==> src/rtl/rob_marker_collector_pkg.sv <==
// Shared types and constants for the ROB marker collector: marker codes,
// match constants, phase-pair indices, event record and collector states.
package rob_marker_pkg;

   typedef enum logic [3:0] {
      VCTM_START  = 4'h0,
      VCTM_END    = 4'h1,
      DELAY_START = 4'h2,
      DELAY_END   = 4'h3,
      TEXE_START  = 4'h4,
      TEXE_END    = 4'h5,
      LEAK_START  = 4'h6,
      LEAK_END    = 4'h7,
      INIT_START  = 4'h8,
      INIT_END    = 4'h9,
      BIM_START   = 4'hA,
      BIM_END     = 4'hB,
      TRAIN_START = 4'hC,
      TRAIN_END   = 4'hD,
      SIM_EXIT    = 4'hE
   } marker_code_e;

   localparam logic [7:0]  MARKER_HI = 8'h00;
   localparam logic [19:0] MARKER_LO = 20'h02013;

   localparam int unsigned PAIR_VCTM  = 0;
   localparam int unsigned PAIR_DELAY = 1;
   localparam int unsigned PAIR_TEXE  = 2;
   localparam int unsigned PAIR_LEAK  = 3;
   localparam int unsigned PAIR_INIT  = 4;
   localparam int unsigned PAIR_BIM   = 5;
   localparam int unsigned PAIR_TRAIN = 6;
   localparam int unsigned NUM_PAIRS  = 7;

   localparam int unsigned EVT_ID_WIDTH   = 8;
   localparam int unsigned EVT_LANE_WIDTH = 1;
   localparam int unsigned EVT_TS_WIDTH   = 32;

   typedef struct packed {
      marker_code_e                code;
      logic [EVT_ID_WIDTH-1:0]     id;
      logic [EVT_LANE_WIDTH-1:0]   lane;
      logic [EVT_TS_WIDTH-1:0]     ts;
   } marker_evt_t;

   typedef enum logic [1:0] {
      ST_RUN,
      ST_DRAIN,
      ST_DONE
   } collector_state_e;

   // slti x0,x0,imm with the reserved code 0xF excluded
   function automatic logic is_marker(input logic [31:0] inst);
      return (inst[31:24] == MARKER_HI) && (inst[19:0] == MARKER_LO) &&
             (inst[23:20] != 4'hF);
   endfunction

endpackage

==> src/rtl/rob_marker_collector_if.sv <==
// Marker event stream from the collector to the event monitor.
interface rob_marker_collector_if #(
   parameter int unsigned ID_WIDTH = 8,
   parameter int unsigned LANE_W   = 1,
   parameter int unsigned TS_WIDTH = 32
);
   logic                evt_valid;
   logic                evt_ready;
   logic [3:0]          evt_code;
   logic [ID_WIDTH-1:0] evt_id;
   logic [LANE_W-1:0]   evt_lane;
   logic [TS_WIDTH-1:0] evt_time;

   modport master (output evt_valid, evt_code, evt_id, evt_lane, evt_time,
                   input  evt_ready);
   modport slave  (input  evt_valid, evt_code, evt_id, evt_lane, evt_time,
                   output evt_ready);
endinterface

==> src/rtl/rob_marker_collector_fifo.sv <==
// Synchronous FIFO with NWR in-order write ports limited by free space
// at the start of the cycle, and one read port; occupancy has an extra bit.
module marker_fifo #(
   parameter int unsigned DEPTH = 8,
   parameter int unsigned WIDTH = 8,
   parameter int unsigned NWR   = 2
) (
   input  logic                       clock,
   input  logic                       reset,
   input  logic [NWR-1:0]             wr_en,
   input  logic [NWR-1:0][WIDTH-1:0]  wr_data,
   input  logic                       rd_en,
   output logic [WIDTH-1:0]           rd_data,
   output logic [$clog2(DEPTH):0]     count,
   output logic                       empty
);
   localparam int unsigned AW = $clog2(DEPTH);

   logic [WIDTH-1:0] mem [DEPTH];
   logic [AW-1:0]    wptr, rptr;
   logic [AW-1:0]    wr_idx [NWR];
   logic [NWR-1:0]   wr_ok;
   logic [AW:0]      n_wr, free;
   logic             rd_ok;

   // Enabled writes are packed into consecutive slots in port order
   always_comb begin
      free  = (AW+1)'(DEPTH) - count;
      n_wr  = '0;
      wr_ok = '0;
      for (int unsigned i = 0; i < NWR; i++) begin
         wr_idx[i] = wptr + n_wr[AW-1:0];
         if (wr_en[i] && (n_wr < free)) begin
            wr_ok[i] = 1'b1;
            n_wr     = n_wr + (AW+1)'(1);
         end
      end
   end

   assign empty   = (count == '0);
   assign rd_ok   = rd_en && !empty;
   assign rd_data = mem[rptr];

   always_ff @(posedge clock) begin
      for (int unsigned i = 0; i < NWR; i++) begin
         if (wr_ok[i]) mem[wr_idx[i]] <= wr_data[i];
      end
   end

   always_ff @(posedge clock) begin
      if (!reset) begin
         wptr  <= '0;
         rptr  <= '0;
         count <= '0;
      end else begin
         wptr  <= wptr + n_wr[AW-1:0];
         if (rd_ok) rptr <= rptr + AW'(1);
         count <= count + n_wr - (AW+1)'(rd_ok);
      end
   end

endmodule

==> src/rtl/rob_marker_collector.sv <==
// Detects and timestamps marker instructions on the ROB commit port, queues
// them for the event monitor and tracks phase windows and sim-exit state.
module rob_marker_collector
   import rob_marker_pkg::*;
#(
   parameter int unsigned COMMIT_WIDTH = 2,
   parameter int unsigned FIFO_DEPTH   = 8,
   parameter int unsigned ID_WIDTH     = 8,
   parameter int unsigned TS_WIDTH     = 32
) (
   input  logic                             clock,
   input  logic                             reset,
   input  logic [COMMIT_WIDTH-1:0]          commit_valid,
   input  logic [32*COMMIT_WIDTH-1:0]       commit_inst,
   input  logic [ID_WIDTH*COMMIT_WIDTH-1:0] commit_id,
   rob_marker_collector_if.master           evt,
   output logic [6:0]                       phase_active,
   output logic                             vctm_done,
   output logic                             sim_exit,
   output logic                             overflow,
   output logic [7:0]                       drop_count,
   output logic                             protocol_err
);
   localparam int unsigned LANE_W = (COMMIT_WIDTH > 1) ? $clog2(COMMIT_WIDTH) : 1;
   localparam int unsigned CNT_W  = $clog2(FIFO_DEPTH) + 1;

   typedef struct packed {
      logic [3:0]          code;
      logic [ID_WIDTH-1:0] id;
      logic [LANE_W-1:0]   lane;
      logic [TS_WIDTH-1:0] ts;
   } evt_t;
   localparam int unsigned EVT_W = $bits(evt_t);

   collector_state_e state_q, state_d;
   logic [TS_WIDTH-1:0]                 ts_q;
   logic [3:0]                          lane_code [COMMIT_WIDTH];
   logic [COMMIT_WIDTH-1:0]             lane_mk, wr_en;
   logic [COMMIT_WIDTH-1:0][EVT_W-1:0]  wr_data;
   logic [EVT_W-1:0]                    rd_data;
   evt_t                                head;
   logic [CNT_W-1:0]                    count, slots;
   logic                                fifo_empty, rd_en, exit_enq, stop;
   logic [7:0]                          drops;
   logic [8:0]                          drop_sum;
   logic [6:0]                          phase_d;
   logic                                vctm_d, perr_d;

   always_comb begin
      for (int unsigned i = 0; i < COMMIT_WIDTH; i++) begin
         lane_code[i] = commit_inst[32*i+20 +: 4];
         lane_mk[i]   = commit_valid[i] && is_marker(commit_inst[32*i +: 32]);
         wr_data[i]   = {lane_code[i], commit_id[ID_WIDTH*i +: ID_WIDTH],
                         LANE_W'(i), ts_q};
      end
   end

   // Lanes are walked in order; an accepted SIM_EXIT hides all later lanes
   always_comb begin
      wr_en    = '0;
      drops    = '0;
      exit_enq = 1'b0;
      phase_d  = phase_active;
      vctm_d   = vctm_done;
      perr_d   = protocol_err;
      stop     = (state_q != ST_RUN);
      slots    = CNT_W'(FIFO_DEPTH) - count;
      for (int unsigned i = 0; i < COMMIT_WIDTH; i++) begin
         if (lane_mk[i] && !stop) begin
            if (slots != '0) begin
               wr_en[i] = 1'b1;
               slots    = slots - CNT_W'(1);
               if (lane_code[i] == SIM_EXIT) begin
                  stop     = 1'b1;
                  exit_enq = 1'b1;
               end
            end else begin
               drops = drops + 8'd1;
            end
            if ((lane_code[i] == VCTM_END) || (lane_code[i] == TEXE_START))
               vctm_d = 1'b1;
            if (lane_code[i] != SIM_EXIT) begin
               if (!lane_code[i][0])
                  phase_d[lane_code[i][3:1]] = 1'b1;
               else if (phase_d[lane_code[i][3:1]])
                  phase_d[lane_code[i][3:1]] = 1'b0;
               else
                  perr_d = 1'b1;
            end
         end
      end
   end

   always_comb begin
      state_d = state_q;
      case (state_q)
         ST_RUN:   if (exit_enq) state_d = ST_DRAIN;
         ST_DRAIN: if (rd_en && (head.code == SIM_EXIT)) state_d = ST_DONE;
         default:  state_d = ST_DONE;
      endcase
   end

   always_ff @(posedge clock) begin
      if (!reset) state_q <= ST_RUN;
      else        state_q <= state_d;
   end

   assign drop_sum = {1'b0, drop_count} + {1'b0, drops};

   always_ff @(posedge clock) begin
      if (!reset) begin
         ts_q         <= '0;
         phase_active <= '0;
         vctm_done    <= 1'b0;
         protocol_err <= 1'b0;
         overflow     <= 1'b0;
         drop_count   <= '0;
      end else begin
         ts_q         <= ts_q + TS_WIDTH'(1);
         phase_active <= phase_d;
         vctm_done    <= vctm_d;
         protocol_err <= perr_d;
         overflow     <= overflow | (drops != '0);
         drop_count   <= drop_sum[8] ? 8'hFF : drop_sum[7:0];
      end
   end

   marker_fifo #(
      .DEPTH (FIFO_DEPTH),
      .WIDTH (EVT_W),
      .NWR   (COMMIT_WIDTH)
   ) u_fifo (
      .clock   (clock),
      .reset   (reset),
      .wr_en   (wr_en),
      .wr_data (wr_data),
      .rd_en   (rd_en),
      .rd_data (rd_data),
      .count   (count),
      .empty   (fifo_empty)
   );

   assign head          = evt_t'(rd_data);
   assign evt.evt_valid = !fifo_empty && (state_q != ST_DONE);
   assign rd_en         = evt.evt_valid && evt.evt_ready;
   assign evt.evt_code  = evt.evt_valid ? head.code : '0;
   assign evt.evt_id    = evt.evt_valid ? head.id   : '0;
   assign evt.evt_lane  = evt.evt_valid ? head.lane : '0;
   assign evt.evt_time  = evt.evt_valid ? head.ts   : '0;
   assign sim_exit      = (state_q == ST_DONE);

endmodule

==> src/flat_wrapper.sv <==
// flat-port wrapper written by rule: the top's interface ports become plain ports
module rob_marker_collector_flat import rob_marker_pkg::*;
#(
   parameter int unsigned COMMIT_WIDTH = 2,
   parameter int unsigned FIFO_DEPTH   = 8,
   parameter int unsigned ID_WIDTH     = 8,
   parameter int unsigned TS_WIDTH     = 32
)
  (clock, reset, commit_valid, commit_inst, commit_id, phase_active, vctm_done, sim_exit, overflow, drop_count, protocol_err, evt_evt_valid, evt_evt_code, evt_evt_id, evt_evt_lane, evt_evt_time, evt_evt_ready);
  rob_marker_collector_if #(.ID_WIDTH(ID_WIDTH), .LANE_W(1), .TS_WIDTH(TS_WIDTH)) evt_i ();
  input  logic clock;
  input  logic reset;
  input  logic [COMMIT_WIDTH-1:0] commit_valid;
  input  logic [32*COMMIT_WIDTH-1:0] commit_inst;
  input  logic [ID_WIDTH*COMMIT_WIDTH-1:0] commit_id;
  output logic [6:0] phase_active;
  output logic vctm_done;
  output logic sim_exit;
  output logic overflow;
  output logic [7:0] drop_count;
  output logic protocol_err;
  output wire logic [$bits(evt_i.evt_valid)-1:0] evt_evt_valid;
  output wire logic [$bits(evt_i.evt_code)-1:0] evt_evt_code;
  output wire logic [$bits(evt_i.evt_id)-1:0] evt_evt_id;
  output wire logic [$bits(evt_i.evt_lane)-1:0] evt_evt_lane;
  output wire logic [$bits(evt_i.evt_time)-1:0] evt_evt_time;
  input wire logic [$bits(evt_i.evt_ready)-1:0] evt_evt_ready;
  assign evt_evt_valid = evt_i.evt_valid;
  assign evt_evt_code = evt_i.evt_code;
  assign evt_evt_id = evt_i.evt_id;
  assign evt_evt_lane = evt_i.evt_lane;
  assign evt_evt_time = evt_i.evt_time;
  assign evt_i.evt_ready = evt_evt_ready;
  rob_marker_collector #(.COMMIT_WIDTH(COMMIT_WIDTH), .FIFO_DEPTH(FIFO_DEPTH), .ID_WIDTH(ID_WIDTH), .TS_WIDTH(TS_WIDTH)) u_core (.clock(clock), .reset(reset), .commit_valid(commit_valid), .commit_inst(commit_inst), .commit_id(commit_id), .evt(evt_i), .phase_active(phase_active), .vctm_done(vctm_done), .sim_exit(sim_exit), .overflow(overflow), .drop_count(drop_count), .protocol_err(protocol_err));
endmodule
==> config.mk <==
export PLATFORM = sky130hd
export DESIGN_NAME = rob_marker_collector_flat
export DESIGN_NICKNAME = d
export VERILOG_FILES = /design/src/rtl/rob_marker_collector_pkg.sv /design/src/rtl/rob_marker_collector_if.sv /design/src/rtl/rob_marker_collector_fifo.sv /design/src/rtl/rob_marker_collector.sv /design/src/flat_wrapper.sv
export SDC_FILE = /design/constraint.sdc
export NUM_CORES = 1
export LEC_CHECK = 0
export BUFFER_PORTS_ARGS = -buffer_cell sky130_fd_sc_hd__buf_2
export CAP_MARGIN = 5
export CORE_ASPECT_RATIO = 1.25
export CORE_MARGIN = 3
export CORE_UTILIZATION = 65
export DETAILED_ROUTE_END_ITERATION = 8
export GPL_TIMING_DRIVEN = 0
export PLACE_DENSITY = 0.88
export SKIP_LAST_GASP = 1
export SLEW_MARGIN = 10
export SYNTH_ARGS = -nofsm -noshare
export SYNTH_HDL_FRONTEND = slang
export SYNTH_SLANG_ARGS = --single-unit
export TNS_END_PERCENT = 10
==> constraint.sdc <==
create_clock -name clock -period 10 [get_ports clock]
set_input_delay 2 -clock clock [delete_from_list [all_inputs] [get_ports clock]]
set_output_delay 2 -clock clock [all_outputs]
set_load 0.01 [all_outputs]
---- Word-level counts from Yosys, hierarchy flattened ----
Memory sizes are Yosys's and may differ from the RTL's. A register that Yosys moved wholly into a read port is not among the register bits.
Cells that the tools add are included.
operators by class
  shift-type cells ........................ 0
  add/sub/neg operators ................... 11
  div/mod/pow operators ................... 0
  reduce and logical (&&, ||, !) cells .... 30
  equal/unequal tests ..................... 18
  muxes and demuxes ....................... 65
  multiply operators ...................... 0
  magnitude comparators ................... 6
  bitwise operators ....................... 7
operators with widths
  kind                                                         count
  two-way mux 7 bit                                            8
  == test 20 x 14 -> 1 bit (second input constant)             2
  two-way mux 8 bit                                            5
  two-way mux 1 bit                                            38
  adder 32 x 1 -> 32 bit (second input constant)               1
  two-way mux 32 bit                                           1
  logical AND 1 bit                                            16
  zero test 8 bit                                              2
  two-way mux 4 bit                                            4
  inequality test 4 bit (second input constant)                4
  bitwise AND 7 bit                                            2
  inverter 7 bit                                               2
  bitwise OR 7 bit                                             2
  == test 4 bit (second input constant)                        3
  adder 8 x 8 -> 9 bit                                         1
  adder 8 x 1 -> 8 bit (second input constant)                 1
  == test 4 x 1 -> 1 bit (second input constant)               2
  == test 4 x 3 -> 1 bit (second input constant)               2
  less-than comparator 3 x 4 -> 1 bit (second input constant)  2
  nonzero test 4 bit                                           2
  nonzero test 8 bit                                           1
  adder 3 bit                                                  2
  binary-select mux 1 bit (select 3 bit)                       2
  demux 1 bit (select 3 bit)                                   2
  23 further kinds                                             30
word-level totals
  RAM bits ................................ 360
  flip-flop bits (word level) ............. 62
  input bits .............................. 85
  memories kept ........................... 1
  bits in latches ......................... 0
  bits in read-only memories .............. 0
  output and inout bits ................... 65
memory list
  memory             depth  width  rd ports  clocked after Yosys merged registers in  wr ports  RTL line                         text
  u_core.u_fifo.mem  8      45     1         1                                        2         rob_marker_collector_fifo.sv:19  logic [WIDTH-1:0] mem [DEPTH];

---- Logic depth before layout (Yosys ltp) ----
  word-level depth ........................ 16
  mapped depth ............................ 17
  depth with buffers taken out ............ 17

---- Cells and area by module ----
A second synthesis with hierarchy kept.
second synthesis, totals
  cells, all modules ...................... 1440
  area total of the unflattened synthesis .. 22197.5 um^2
by module, submodules not included
  module                area an instance (um^2)  times used  cells an instance
  marker_fifo           18723.0                  1           1016
  rob_marker_collector  3474.6                   1           424

---- Least setup slack after synthesis ----
No wires, ideal clock.
  path type ............................... input to register
  from .................................... in commit_inst[2]
  to ...................................... mem u_core.u_fifo.mem[1][0] (netlist bit), enable pin
  setup slack ............................. 4.317 ns
  path buffers ............................ 1
  stages .................................. 12
  arrival time ............................ 5.260 ns
  cell sequence ........................... nor4b_1 -> nand4_1 -> nor3_2 -> nand2_1 -> inv_1 -> ha_1 -> ha_1 -> xor2_1 -> nor3b_1 -> o2111ai_1 -> nand2_1 -> clkbuf_1
RTL lines
  element      RTL line                         text
  from (decl)  flat_wrapper.sv:14               input logic [32*COMMIT_WIDTH-1:0] commit_inst;
  to (decl)    rob_marker_collector_fifo.sv:19

==> results.cfg <==
[grt]
grt_max_degree = 54
grt_usage_pct = 33.09
antenna_found_initial = 2
overflow = 0
grt_pass1_wl_um = 86130
grt_pass1_vias = 15300

[setup_path]
start_kind = flop
regToRegStartpoint = u_core.state_q[0]$_SDFFE_PN0P_
worstPathArrival_ns = 3.93
ff2ff_path_depth = 12
cp.required_ns = 8.00
r2r_slack_ns = 5.65
rr_endpoint = u_core.u_fifo.mem[3][7]$_DFFE_PP_
end_kind = primary output
worstPathMaxFanout = 10
crit_type = flop to primary output

[drt]
detail-route-antenna-nets = 0
finalWirelength_um = 56480
detail_route.wl_per_cell_um = 25.03
dr_total_vias = 14650
drc = 1
drt_first_pass_iters = 9
initialDrtViolationCount = 1708
avgViaCountPerCell = 6.492

[outcome]
violations = design-rule violations
status = finished with violations

[timing]
setup_viol = 0
period_needed_ns = 5.925
setup_tns_ns = 0
hold_slack_ns = 0.4571
skew_ns = 0.01521
hold_violations = 0
tightest_slew_ns = 1.261
timing.final.max_slew_violations = 0
slew_headroom_pct = 15.84
fin_crit_sh_pct = 59.25
worst_slack_ns = 4.075
max_freq_mhz = 168.8
grt_setup_unrepaired = false

[yosys]
synthFlopType = edfxtp_1
postSynth.asyncResetShare_pct = 0
synth.distinct_cells = 64
syn-num-nets = 1743
synth-edff-count = 352
syn_avg_cell_area_um2 = 12.65
yosysWarnings = 0
ys_seq_area_share_pct = 58.05
syn_area_um2 = 20730
ys_ff_latch = 425
synthesis.instances = 1639

[placed_design]
place_area_um2 = 21960
numPortBuffers = 136
hpwlAfterDp_um = 35290
gp_congestion = 0.9471
dp_slack_ns = 3.949
placedCellCount = 2183

[die]
die_area_um2 = 34080
rows = 72
start_util_pct = 66.50
core_um2 = 31170
ios = 150
fp.dieH_um = 205.7
die_x_um = 165.7

[cts]
insertion_delay_ns = 0.55
path_clk_slew_ns = 0.06
cts_root_buf = clkbuf_16
cts_hold_buf = 0
cts-resized-gates = 0
cts_tree = built
cts_buffer_depth = 3
cts_max_level = 2
numCtsBuffers = 40
cts_num_sinks = 425
postCtsSetupBuffers = 0

[finish]
fin_util_pct = 74.70
final_area_um2 = 23280
mostFrequentLayoutCell = edfxtp_1
drive_gt1_share_pct = 18.54
num-nets-final = 1922
fillCellCount = 1937
syn2layout_area_growth_pct = 12.34
diodes = 0
final_cell_mix = 352 x edfxtp_1, 222 x and2_1, 155 x buf_2
instances_no_fill = 2257

[hold_path]
hold_start = u_core.u_fifo.mem[6][32]$_SDFFE_PP1P_
hold_end = u_core.u_fifo.mem[6][32]$_SDFFE_PP1P_
min_path_cells = 2
min_path_type = flop to flop

[power]
seqPwrFrac_pct = 42.5
power_switching_share_pct = 28.46
combPwrFrac_pct = 22.9
internal_power_mw = 3.231
ir_drop_v = 0.0001871
p_leak_nw = 7.324
switchingPower_mw = 1.285
p_clk_share_pct = 34.6
total_power_mw = 4.516
power_density_nw_per_um2 = 194.0

[run]
drv_cap = 0
-- worst max-delay path, cell delays in order (launching register included) --
cell and delay (ns):
dfxtp_1 0.30, buf_2 0.33, clkbuf_1 0.58, buf_1 0.91, mux4_2 0.62, mux2i_1 0.38
nor2_1 0.08, buf_2 0.17
-- cell usage after synthesis (all sizes together), types with 3 or more instances --
library cell / number / area (µm²)
edfxtp: 352 / 10570
and2: 222 / 1389
nand2: 129 / 486.7
nor2: 105 / 401.6
mux2i: 96 / 960.9
mux4: 90 / 2027
clkbuf: 89 / 341.6
dfxtp: 73 / 1461
o21ai: 66 / 330.3
buf: 48 / 236.5
inv: 46 / 172.7
nand3: 46 / 230.2
nor2b: 34 / 212.7
a21oi: 32 / 163.9
xor2: 30 / 262.8
nor3: 25 / 130.1
ha: 16 / 200.2
nand4: 13 / 81.33
nor4b: 11 / 96.34
or3: 11 / 68.82
xnor2: 11 / 96.34
nor4: 9 / 56.30
o31ai: 8 / 65.06
nand2b: 7 / 43.79
o41ai: 6 / 60.06
and3: 5 / 31.28
nand3b: 5 / 37.54
o21bai: 5 / 48.79
o22ai: 5 / 31.28
and4: 4 / 35.03
or2: 4 / 25.03
a21o: 3 / 22.52
a31oi: 3 / 18.77
fa: 3 / 60.06
nor3b: 3 / 22.52
-- worst max-delay path by stage --
| stage | start | to | slack (ns) |
|---|---|---|---|
| after global routing | flop | evt_evt_lane | 3.88 |
| after global placement | commit_inst[2] | u_core.u_fifo.mem[1][30]$_DFFE_PP_ | 2.52 |
| after detailed placement | commit_inst[24] | u_core.u_fifo.mem[0][42]$_DFFE_PP_ | 3.95 |
| after floorplan | commit_inst[2] | u_core.u_fifo.mem[1][0]$_DFFE_PP_ | 4.32 |
| final | flop | evt_evt_id[0] | 4.07 |
| after CTS | flop | evt_evt_lane | 4.14 |
-- power groups by stage --
stage               Combinational, mW  Sequential [mW]  Clock, mW
floorplan                       0.678             1.95          0
global placement                0.996             1.96          0
global route                     1.12             1.92       1.62
finish                           1.03             1.92       1.56
detailed placement               1.02             1.96          0
CTS                              1.04             1.92       1.56
-- cell type report --
class	instances	area (µm²)	share of cell area [%]
inverter	46	172.7	0.7415
tap	407	509.2	2.187
timing repair buffer	137	700.7	3.009
sequential	425	12030	51.67
clock inverter	18	215.2	0.9242
clock buffer	56	1112	4.777
multi-input combinational	1031	7945	34.12
buffer	137	598.1	2.569
-- registers in the layout (all words and copies together), names as in the netlist, 2 cells and up, named ones only --
name and cells:
u_core.u_fifo.count 4, u_core.phase_active 7, u_core.u_fifo.wptr 3, u_core.u_fifo.rptr 3
u_core.ts_q 32, u_core.drop_count 8, u_core.state_q 2, u_core.u_fifo.mem 360
-- cells by family after synthesis --
kind of cell | count (synthesis) | synth area share, %
AO/OA/AOI/OAI | 145 | 4.437
multiplexers | 188 | 14.52
flip-flops | 425 | 58.05
adder cells (fa/ha/maj) | 19 | 1.256
AND/OR/NAND/NOR | 638 | 16.38
buffers and inverters | 183 | 3.622
XOR/XNOR | 41 | 1.732
-- metal layers --
layer	routed length (µm)	up-vias	share of wire, %	GRT usage, %
li1	-	6286	-	-
met1	19370	7105	34	38.66
met2	28410	992	50	57.46
met3	5343	265	9.5	6.706
met4	3330	4	5.9	18.93
met5	33	-	0.058	0
No activity file was read; power rests on OpenSTA's default activity.
